--- config.mk ---
export PLATFORM = sky130hd
export DESIGN_NAME = d_branch_resolver
export DESIGN_NICKNAME = d
export VERILOG_FILES = /design/src/rtl/d_branch_resolver.sv
export SDC_FILE = /design/constraint.sdc
export NUM_CORES = 1
export LEC_CHECK = 0
export ABC_AREA = 1
export CAP_MARGIN = 15
export CORE_UTILIZATION = 55
export CTS_CLUSTER_SIZE = 12
export DETAILED_ROUTE_END_ITERATION = 8
export DONT_BUFFER_PORTS = 1
export PLACE_DENSITY = 0.75
export SETUP_SLACK_MARGIN = 0.3
export SLEW_MARGIN = 20
export SYNTH_ARGS = -nofsm -noshare
export SYNTH_HDL_FRONTEND = slang
export SYNTH_SLANG_ARGS = --single-unit
--- constraint.sdc ---
create_clock -name clk -period 4.95 [get_ports clk]
set_input_delay 0.2475 -clock clk [delete_from_list [all_inputs] [get_ports clk]]
set_output_delay 0.2475 -clock clk [all_outputs]
set_load 0.02 [all_outputs]
--- src/rtl/d_branch_resolver.sv ---
// rtl/d_branch_resolver.sv - decode-stage branch/jump resolver with D/E register and perf counters
//
// Purpose: decodes MIPS control transfers in D, evaluates the branch condition
// on forwarded operands, drives the fetch redirect, interlocks on operands that
// are still in flight, and owns the D/E register fields used for the link write.
//
// Ports:
//   clk, reset            rising-edge clock, asynchronous active-low reset
//   d_valid/d_ins/d_pc    F/D register contents
//   rs_val/rt_val         forwarded operands, qualified by rs_ready/rt_ready
//   e_ready               E stage accepts a new instruction this cycle
//   clr_cnt               synchronous clear of the performance counters
//   d_stall               hold PC and F/D
//   redirect/redirect_pc  combinational fetch redirect and target
//   flush_f               squash the fetched instruction (no-delay-slot mode only)
//   e_*                   D/E register: valid, pc, ins, link write, address error
//   cnt_*                 saturating branch / taken / stall counters
module d_branch_resolver #(
  parameter int unsigned XLEN       = 32,
  parameter int unsigned DELAY_SLOT = 1,
  parameter int unsigned CNT_W      = 16
) (
  input  logic             clk,
  input  logic             reset,
  input  logic             d_valid,
  input  logic [31:0]      d_ins,
  input  logic [XLEN-1:0]  d_pc,
  input  logic [XLEN-1:0]  rs_val,
  input  logic [XLEN-1:0]  rt_val,
  input  logic             rs_ready,
  input  logic             rt_ready,
  input  logic             e_ready,
  input  logic             clr_cnt,
  output logic             d_stall,
  output logic             redirect,
  output logic [XLEN-1:0]  redirect_pc,
  output logic             flush_f,
  output logic             e_valid,
  output logic [XLEN-1:0]  e_pc,
  output logic [31:0]      e_ins,
  output logic             e_link_we,
  output logic [4:0]       e_link_reg,
  output logic [XLEN-1:0]  e_link_val,
  output logic             e_adel,
  output logic [CNT_W-1:0] cnt_branch,
  output logic [CNT_W-1:0] cnt_taken,
  output logic [CNT_W-1:0] cnt_stall
);

  typedef enum logic {
    ST_RUN  = 1'b0,
    ST_WAIT = 1'b1
  } state_e;

  // Bits of the PC replaced by a j/jal target; everything above is kept from pc+4.
  localparam logic [XLEN-1:0] LOW28_MASK = XLEN'(28'hFFF_FFFF);
  // With a delay slot the return address skips the slot instruction.
  localparam logic [XLEN-1:0] LINK_OFS   = (DELAY_SLOT != 0) ? XLEN'(8) : XLEN'(4);

  // ---------------------------------------------------------------- decode
  logic [5:0] opcode;
  logic [4:0] rt_f;
  logic [5:0] funct;

  assign opcode = d_ins[31:26];
  assign rt_f   = d_ins[20:16];
  assign funct  = d_ins[5:0];

  logic is_beq, is_bne, is_blez, is_bgtz, is_bltz, is_bgez;
  logic is_j, is_jal, is_jr, is_jalr;

  always_comb begin
    is_beq  = 1'b0;
    is_bne  = 1'b0;
    is_blez = 1'b0;
    is_bgtz = 1'b0;
    is_bltz = 1'b0;
    is_bgez = 1'b0;
    is_j    = 1'b0;
    is_jal  = 1'b0;
    is_jr   = 1'b0;
    is_jalr = 1'b0;
    case (opcode)
      6'b000100: is_beq  = 1'b1;
      6'b000101: is_bne  = 1'b1;
      6'b000110: is_blez = 1'b1;
      6'b000111: is_bgtz = 1'b1;
      6'b000001: begin
        // REGIMM encodings other than bltz/bgez are not control transfers here.
        is_bltz = (rt_f == 5'b00000);
        is_bgez = (rt_f == 5'b00001);
      end
      6'b000010: is_j    = 1'b1;
      6'b000011: is_jal  = 1'b1;
      6'b000000: begin
        is_jr   = (funct == 6'b001000);
        is_jalr = (funct == 6'b001001);
      end
      default: ;
    endcase
  end

  logic is_cond, is_jump, is_reg_jump, need_rs, need_rt, ops_ok;

  assign is_cond     = is_beq | is_bne | is_blez | is_bgtz | is_bltz | is_bgez;
  assign is_reg_jump = is_jr | is_jalr;
  assign is_jump     = is_j | is_jal | is_reg_jump;
  assign need_rs     = is_cond | is_reg_jump;
  assign need_rt     = is_beq | is_bne;
  assign ops_ok      = (~need_rs | rs_ready) & (~need_rt | rt_ready);

  // ------------------------------------------------------------ condition
  // Sign tests reduce to the MSB and a zero test on the full operand width.
  logic rs_eq_rt, rs_zero, rs_neg, cond_taken;

  assign rs_eq_rt = (rs_val == rt_val);
  assign rs_zero  = (rs_val == '0);
  assign rs_neg   = rs_val[XLEN-1];

  always_comb begin
    cond_taken = 1'b0;
    if (is_beq)  cond_taken = rs_eq_rt;
    if (is_bne)  cond_taken = ~rs_eq_rt;
    if (is_blez) cond_taken = rs_neg | rs_zero;
    if (is_bgtz) cond_taken = ~rs_neg & ~rs_zero;
    if (is_bltz) cond_taken = rs_neg;
    if (is_bgez) cond_taken = ~rs_neg;
  end

  // --------------------------------------------------------------- targets
  logic [XLEN-1:0] pc_plus4, imm_sext, br_target, jmp_target;

  assign pc_plus4   = d_pc + XLEN'(4);
  assign imm_sext   = {{(XLEN-16){d_ins[15]}}, d_ins[15:0]};
  assign br_target  = pc_plus4 + (imm_sext << 2);
  assign jmp_target = (pc_plus4 & ~LOW28_MASK) | XLEN'({d_ins[25:0], 2'b00});

  always_comb begin
    redirect_pc = br_target;
    if (is_reg_jump)         redirect_pc = rs_val;
    else if (is_j || is_jal) redirect_pc = jmp_target;
  end

  // ------------------------------------------------------------ handshake
  // Gating with reset keeps every combinational control output low while
  // reset is held, whatever sits in F/D.
  logic fire;

  assign fire = reset & d_valid & ops_ok & e_ready;

  // -------------------------------------------------------------------- FSM
  state_e state_q, state_d;

  always_ff @(posedge clk or negedge reset) begin
    if (!reset) state_q <= ST_RUN;
    else        state_q <= state_d;
  end

  always_comb begin
    state_d  = state_q;
    d_stall  = 1'b0;
    redirect = 1'b0;
    flush_f  = 1'b0;
    case (state_q)
      ST_RUN:  if (d_valid && !ops_ok) state_d = ST_WAIT;
      // A squashed F/D (d_valid low) abandons the wait without redirecting.
      ST_WAIT: if (fire || !d_valid) state_d = ST_RUN;
      default: state_d = ST_RUN;
    endcase
    d_stall  = reset & d_valid & ~fire;
    // fire is a single cycle per instruction, so the redirect is one pulse
    // however long the instruction waited for its operands.
    redirect = fire & ((is_cond & cond_taken) | is_jump);
    flush_f  = redirect & (DELAY_SLOT == 0);
  end

  // ----------------------------------------------------------- D/E register
  logic            e_valid_q, e_link_we_q, e_adel_q;
  logic [XLEN-1:0] e_pc_q, e_link_val_q;
  logic [31:0]     e_ins_q;
  logic [4:0]      e_link_reg_q;
  logic            link_we_d, adel_d;
  logic [4:0]      link_reg_d;

  assign link_we_d  = is_jal | is_jalr;
  assign link_reg_d = is_jal ? 5'd31 : (is_jalr ? d_ins[15:11] : 5'd0);
  assign adel_d     = is_reg_jump & (rs_val[1:0] != 2'b00);

  always_ff @(posedge clk or negedge reset) begin
    if (!reset) begin
      e_valid_q    <= 1'b0;
      e_pc_q       <= '0;
      e_ins_q      <= '0;
      e_link_we_q  <= 1'b0;
      e_link_reg_q <= '0;
      e_link_val_q <= '0;
      e_adel_q     <= 1'b0;
    end else if (fire) begin
      e_valid_q    <= 1'b1;
      e_pc_q       <= d_pc;
      e_ins_q      <= d_ins;
      e_link_we_q  <= link_we_d;
      e_link_reg_q <= link_reg_d;
      e_link_val_q <= d_pc + LINK_OFS;
      e_adel_q     <= adel_d;
    end else if (e_ready) begin
      // Bubble: the side-effect qualifiers drop with valid so E never acts on it.
      e_valid_q    <= 1'b0;
      e_link_we_q  <= 1'b0;
      e_adel_q     <= 1'b0;
    end
  end

  assign e_valid    = e_valid_q;
  assign e_pc       = e_pc_q;
  assign e_ins      = e_ins_q;
  assign e_link_we  = e_link_we_q;
  assign e_link_reg = e_link_reg_q;
  assign e_link_val = e_link_val_q;
  assign e_adel     = e_adel_q;

  // ------------------------------------------------------------- counters
  function automatic logic [CNT_W-1:0] sat_next(input logic [CNT_W-1:0] q,
                                                input logic             inc,
                                                input logic             clr);
    if (clr)                 return '0;
    else if (inc && ~&q)     return q + CNT_W'(1);
    else                     return q;
  endfunction

  logic [CNT_W-1:0] cnt_branch_q, cnt_taken_q, cnt_stall_q;
  logic [CNT_W-1:0] cnt_branch_d, cnt_taken_d, cnt_stall_d;

  assign cnt_branch_d = sat_next(cnt_branch_q, fire & is_cond, clr_cnt);
  assign cnt_taken_d  = sat_next(cnt_taken_q, fire & is_cond & cond_taken, clr_cnt);
  assign cnt_stall_d  = sat_next(cnt_stall_q, d_stall, clr_cnt);

  always_ff @(posedge clk or negedge reset) begin
    if (!reset) begin
      cnt_branch_q <= '0;
      cnt_taken_q  <= '0;
      cnt_stall_q  <= '0;
    end else begin
      cnt_branch_q <= cnt_branch_d;
      cnt_taken_q  <= cnt_taken_d;
      cnt_stall_q  <= cnt_stall_d;
    end
  end

  assign cnt_branch = cnt_branch_q;
  assign cnt_taken  = cnt_taken_q;
  assign cnt_stall  = cnt_stall_q;

endmodule

==> qor_table.md <==
| Metric | This run | Unit |
| --- | --- | --- |
| Syn_nets | 1,782 | - |
| Worst Setup Start Kind | input pin | - |
| Unrepaired setup endpoints after global routing | no | - |
| Top library cells by usage in the layout, fill and taps aside | nand2_1 (457), nor2_1 (166), inv_1 (158) | - |
| Mux contribution to synthesized area | 0 | % |
| Maximum number of pins on one net before global-route repair | 150 | - |
| Fraction of the mapped netlist area in compound gates | 12.30 | % |
| Number of setup violations in the final report | 0 | - |
| Yosys cell types | 52 | - |
| Die outline area | 20,810 | um2 |
| Setup tns final | 0 | ns |
| Max-cap viol count | 0 | - |
| Setup Slack @ Placement | 1.049 | ns |
| Detailed-route wire length per cell | 19.35 | um |
| Power density cells | 302.3 | nW/um2 |
| Pint | 2.255 | mW |
| Number of cells produced by synthesis | 1,607 | - |
| Synthesis-to-finish area growth | 8.454 | % |
| Number of placed instances, taps included | 1,827 | - |
| Pre-antenna DRT Iters | 8 | - |
| Via count of the routed design | 10,850 | - |
| Count of yosys warnings during synthesis | 0 | - |
| Critical Path End Type | output port | - |
| Pwr Total | 3.648 | mW |
| Worst setup path class | in -> out | - |
| First-pass GRT wire length | 54.03 | mm |
| Critical path's largest stage delay | 0.60 | ns |
| Adder-cell area share of the yosys netlist | 4.564 | % |
| Vias in the first global route | 10,060 | - |
| Cell occurring most often along the worst timing path | inv_1 | - |
| Seq pwr share | 45.5 | % |
| Top flip-flop cell by instance count after synthesis | dfrtp_1 | - |
| Slew @ Worst Pin | 1.001 | ns |
| Worst path cell trace | inv_1 -> nor3_4 -> nand2_2 -> nor4_4 -> nand3_2 -> nor2_2 -> nand2_1 -> xor2_1 -> a21oi_2 -> inv_1 -> ha_1 -> nand2_1 -> inv_1 -> a21boi_0 -> a21boi_0 -> nand4_1 -> nand3_1 -> o21ai_0 -> o21ai_0 | - |
| Root buf cell | clkbuf_16 | - |
| Leak pwr | 5.752 | nW |
| Number of clock sinks | 149 | - |
| Clock Latency Late Sink | 0.43 | ns |
| Dominant combinational cell family by area after synthesis | simple AND/OR/NAND/NOR gates | - |
| Final ANT Viol Nets | 0 | - |
| Final Hold Violating Endpoints | 0 | - |
| Hold_ws | 0.0009433 | ns |
| Average via count per standard cell | 5.756 | - |
| TritonCTS clock tree | done | - |
| Largest cells by area after synthesis | dfrtp_1 (34%), nand2_1 (15%), xor2_1 (6.5%) | - |
| Synth Cell Area | 11,130 | um2 |
| Clock power share | 33.9 | % |
| Total global-route track usage | 34.57 | % |
| Total wire length after detailed routing | 36.46 | mm |
| Net switching power of the design | 1.393 | mW |
| Post-route insts no fill | 1,884 | - |
| Fill count | 1,924 | - |
| Die boundary height | 144.3 | um |
| Combinational share of power | 20.6 | % |
| Count of flip-flops with a built-in enable after synthesis | 0 | - |
| Final net count | 1,781 | - |
| Peak supply drop | 0.0002542 | V |
| Initial antenna violation count | 0 | - |
| Row count | 51 | - |
| I/O pin count | 322 | - |
| Clock tree skew after final layout | 0.009351 | ns |
| Flip-flop and latch count after synthesis | 149 | - |
| Most area-hungry cell type in the Yosys netlist | dfrtp_1 | - |
| Detailed placement HPWL | 28.23 | mm |
| Status | completed | - |
| Worst-path clk slew | 0.07 | ns |
| Worst max-slew margin expressed relative to the limit | 33.22 | % |
| Highest achievable clock rate | 253.7 | MHz |
| Slowest CP cell | o21ai_0 | - |
| Share of post-route cells with drive strength above 1 | 4.880 | % |
| Min-Delay Path Class | in -> reg | - |
| Starting density of the core | 56.63 | % |
| Xor-xnor portion of the synthesized cell area | 9.365 | % |
| Data required time of the critical path | 4.70 | ns |
| Final period utilization | 79.62 | % |
| Fraction of the mapped netlist area in simple logic gates | 32.30 | % |
| Max Buffers Root-to-Sink | 2 | - |
| Sequential-to-total area share from yosys stat | 33.50 | % |
| Remaining DRCs | 0 | - |
| H-tree levels | 4 | - |
| Switching Fraction | 38.19 | % |
| Min Clock Period, post-route | 3.941 | ns |
| Share of flip-flops with an asynchronous set or reset after synthesis | 100.0 | % |
| Mean cell area of the mapped netlist | 6.926 | um2 |
| Total CTS buffers | 17 | - |
| Initial detailed-routing violation count | 807 | - |
| Yosys top cell area share | 33.50 | % |
| Arrival time at the worst endpoint | 3.69 | ns |
| IO buf count | 0 | - |
| Routability Congestion | 0.9881 | - |
| Number of antenna cells inserted | 0 | - |
| Maximum fanout count along the critical path | 5 | - |
| Most common library cell in the layout ignoring fill and taps | nand2_1 | - |
| Final slew viol count | 0 | - |
| X dimension of the die | 144.3 | um |
| Final worst-path setup slack | 1.009 | ns |
| Gr ovfl total | 0 | - |
| Area of the placeable core | 19,650 | um2 |
## metal layers
metal | global-route usage, % | up-vias | wire length, um
li1 | - | 5220 | -
met1 | 42.30 | 4997 | 14500
met2 | 54.87 | 531 | 16350
met3 | 11.69 | 97 | 3971
met4 | 15.90 | 0 | 1640
met5 | 0 | - | 0
## final timing paths
| path | depth (start not counted) | endpoint | startpoint | slack [ns] |
|---|---|---|---|---|
| min in group asynchronous | 2 | cnt_stall[7] | reset | 0.50 |
| worst min-delay path | 2 | e_pc[27] | d_pc[27] | 0.0009 |
| worst min register to register | 2 | e_link_val[15] | e_link_val[15] | 0.63 |
| worst max register to register | 12 | cnt_taken[7] | cnt_taken[0] | 2.48 |
| max in group asynchronous | 2 | e_ins[25] | reset | 3.89 |
| worst max-delay path | 19 | redirect_pc[25] | d_pc[8] | 1.01 |
## cell usage after synthesis (2+ instances only)
cell and number:
nor4_1 9, nand4_1 40, o21ai_1 5, o21a_1 4
ha_1 39, nand2_4 3, o211ai_1 7, inv_1 158
o21ai_0 145, a21oi_1 55, buf_4 5, nand3b_1 2
nor4_4 2, inv_2 5, dfrtp_1 149, o22ai_1 4
a21oi_2 2, o21ai_2 3, o21bai_1 2, a221oi_1 2
nor3_1 26, buf_2 15, buf_1 5, nor2_2 5
clkbuf_1 22, a31oi_1 2, nand3_2 3, buf_6 4
nor3_2 4, xnor2_1 36, a21o_1 12, nand2_2 6
nand3_1 101, nor2_1 166, and3_1 2, xor2_1 83
a21boi_0 3, nand2_1 457
## critical path: cells and delay by family
kind	cells	cell delay [ns]
adder cells (fa/ha/maj)	1	0.34
XOR/XNOR	1	0.17
buffers and inverters	3	0.20
AO/OA/AOI/OAI	5	1.34
AND/OR/NAND/NOR	9	1.38
## per-stage QoR
step	cell area, um2	util [%]
2_1_floorplan	11130	-
3_3_place_gp	11250	57.23
3_5_place_dp	11250	57.23
4_1_cts	12080	61.44
5_1_grt	12070	61.41
6_report	12070	61.41
## repair_timing
item                                    CTS  global route
hold buffers                             25             0
endpoints found under the setup margin    0             0
setup buffers                             0             0
resized for setup                         0             0
endpoints found under the hold margin   201             0
## cells by family after synthesis
group,Yosys count
AOI/OAI and AO/OA,250
xor gates and xnor gates,119
adders and majority gates,40
buffers and inverters,216
DFF,149
other,1
and+or+nand+nor,832
## cell type report
cell class / instances / area (um2) / area share [%]
Multi-Input combinational cell: 1242 / 6518 / 54.00
Sequential cell: 149 / 3729 / 30.89
Inverter: 165 / 624.3 / 5.173
Clock buffer: 18 / 439.2 / 3.638
Tap cell: 265 / 331.6 / 2.747
Timing Repair Buffer: 31 / 307.8 / 2.550
Clock inverter: 14 / 121.4 / 1.005
## power groups by stage
stage               Clock (mW)  Combinational (mW)  Sequential (mW)
floorplan                    0               0.562             1.62
finish                    1.24               0.751             1.66
global route              1.29               0.839             1.67
global placement             0               0.683             1.68
detailed placement           0               0.692             1.68
CTS                       1.24               0.745             1.66
No activity file was read; power rests on OpenSTA's default activity.
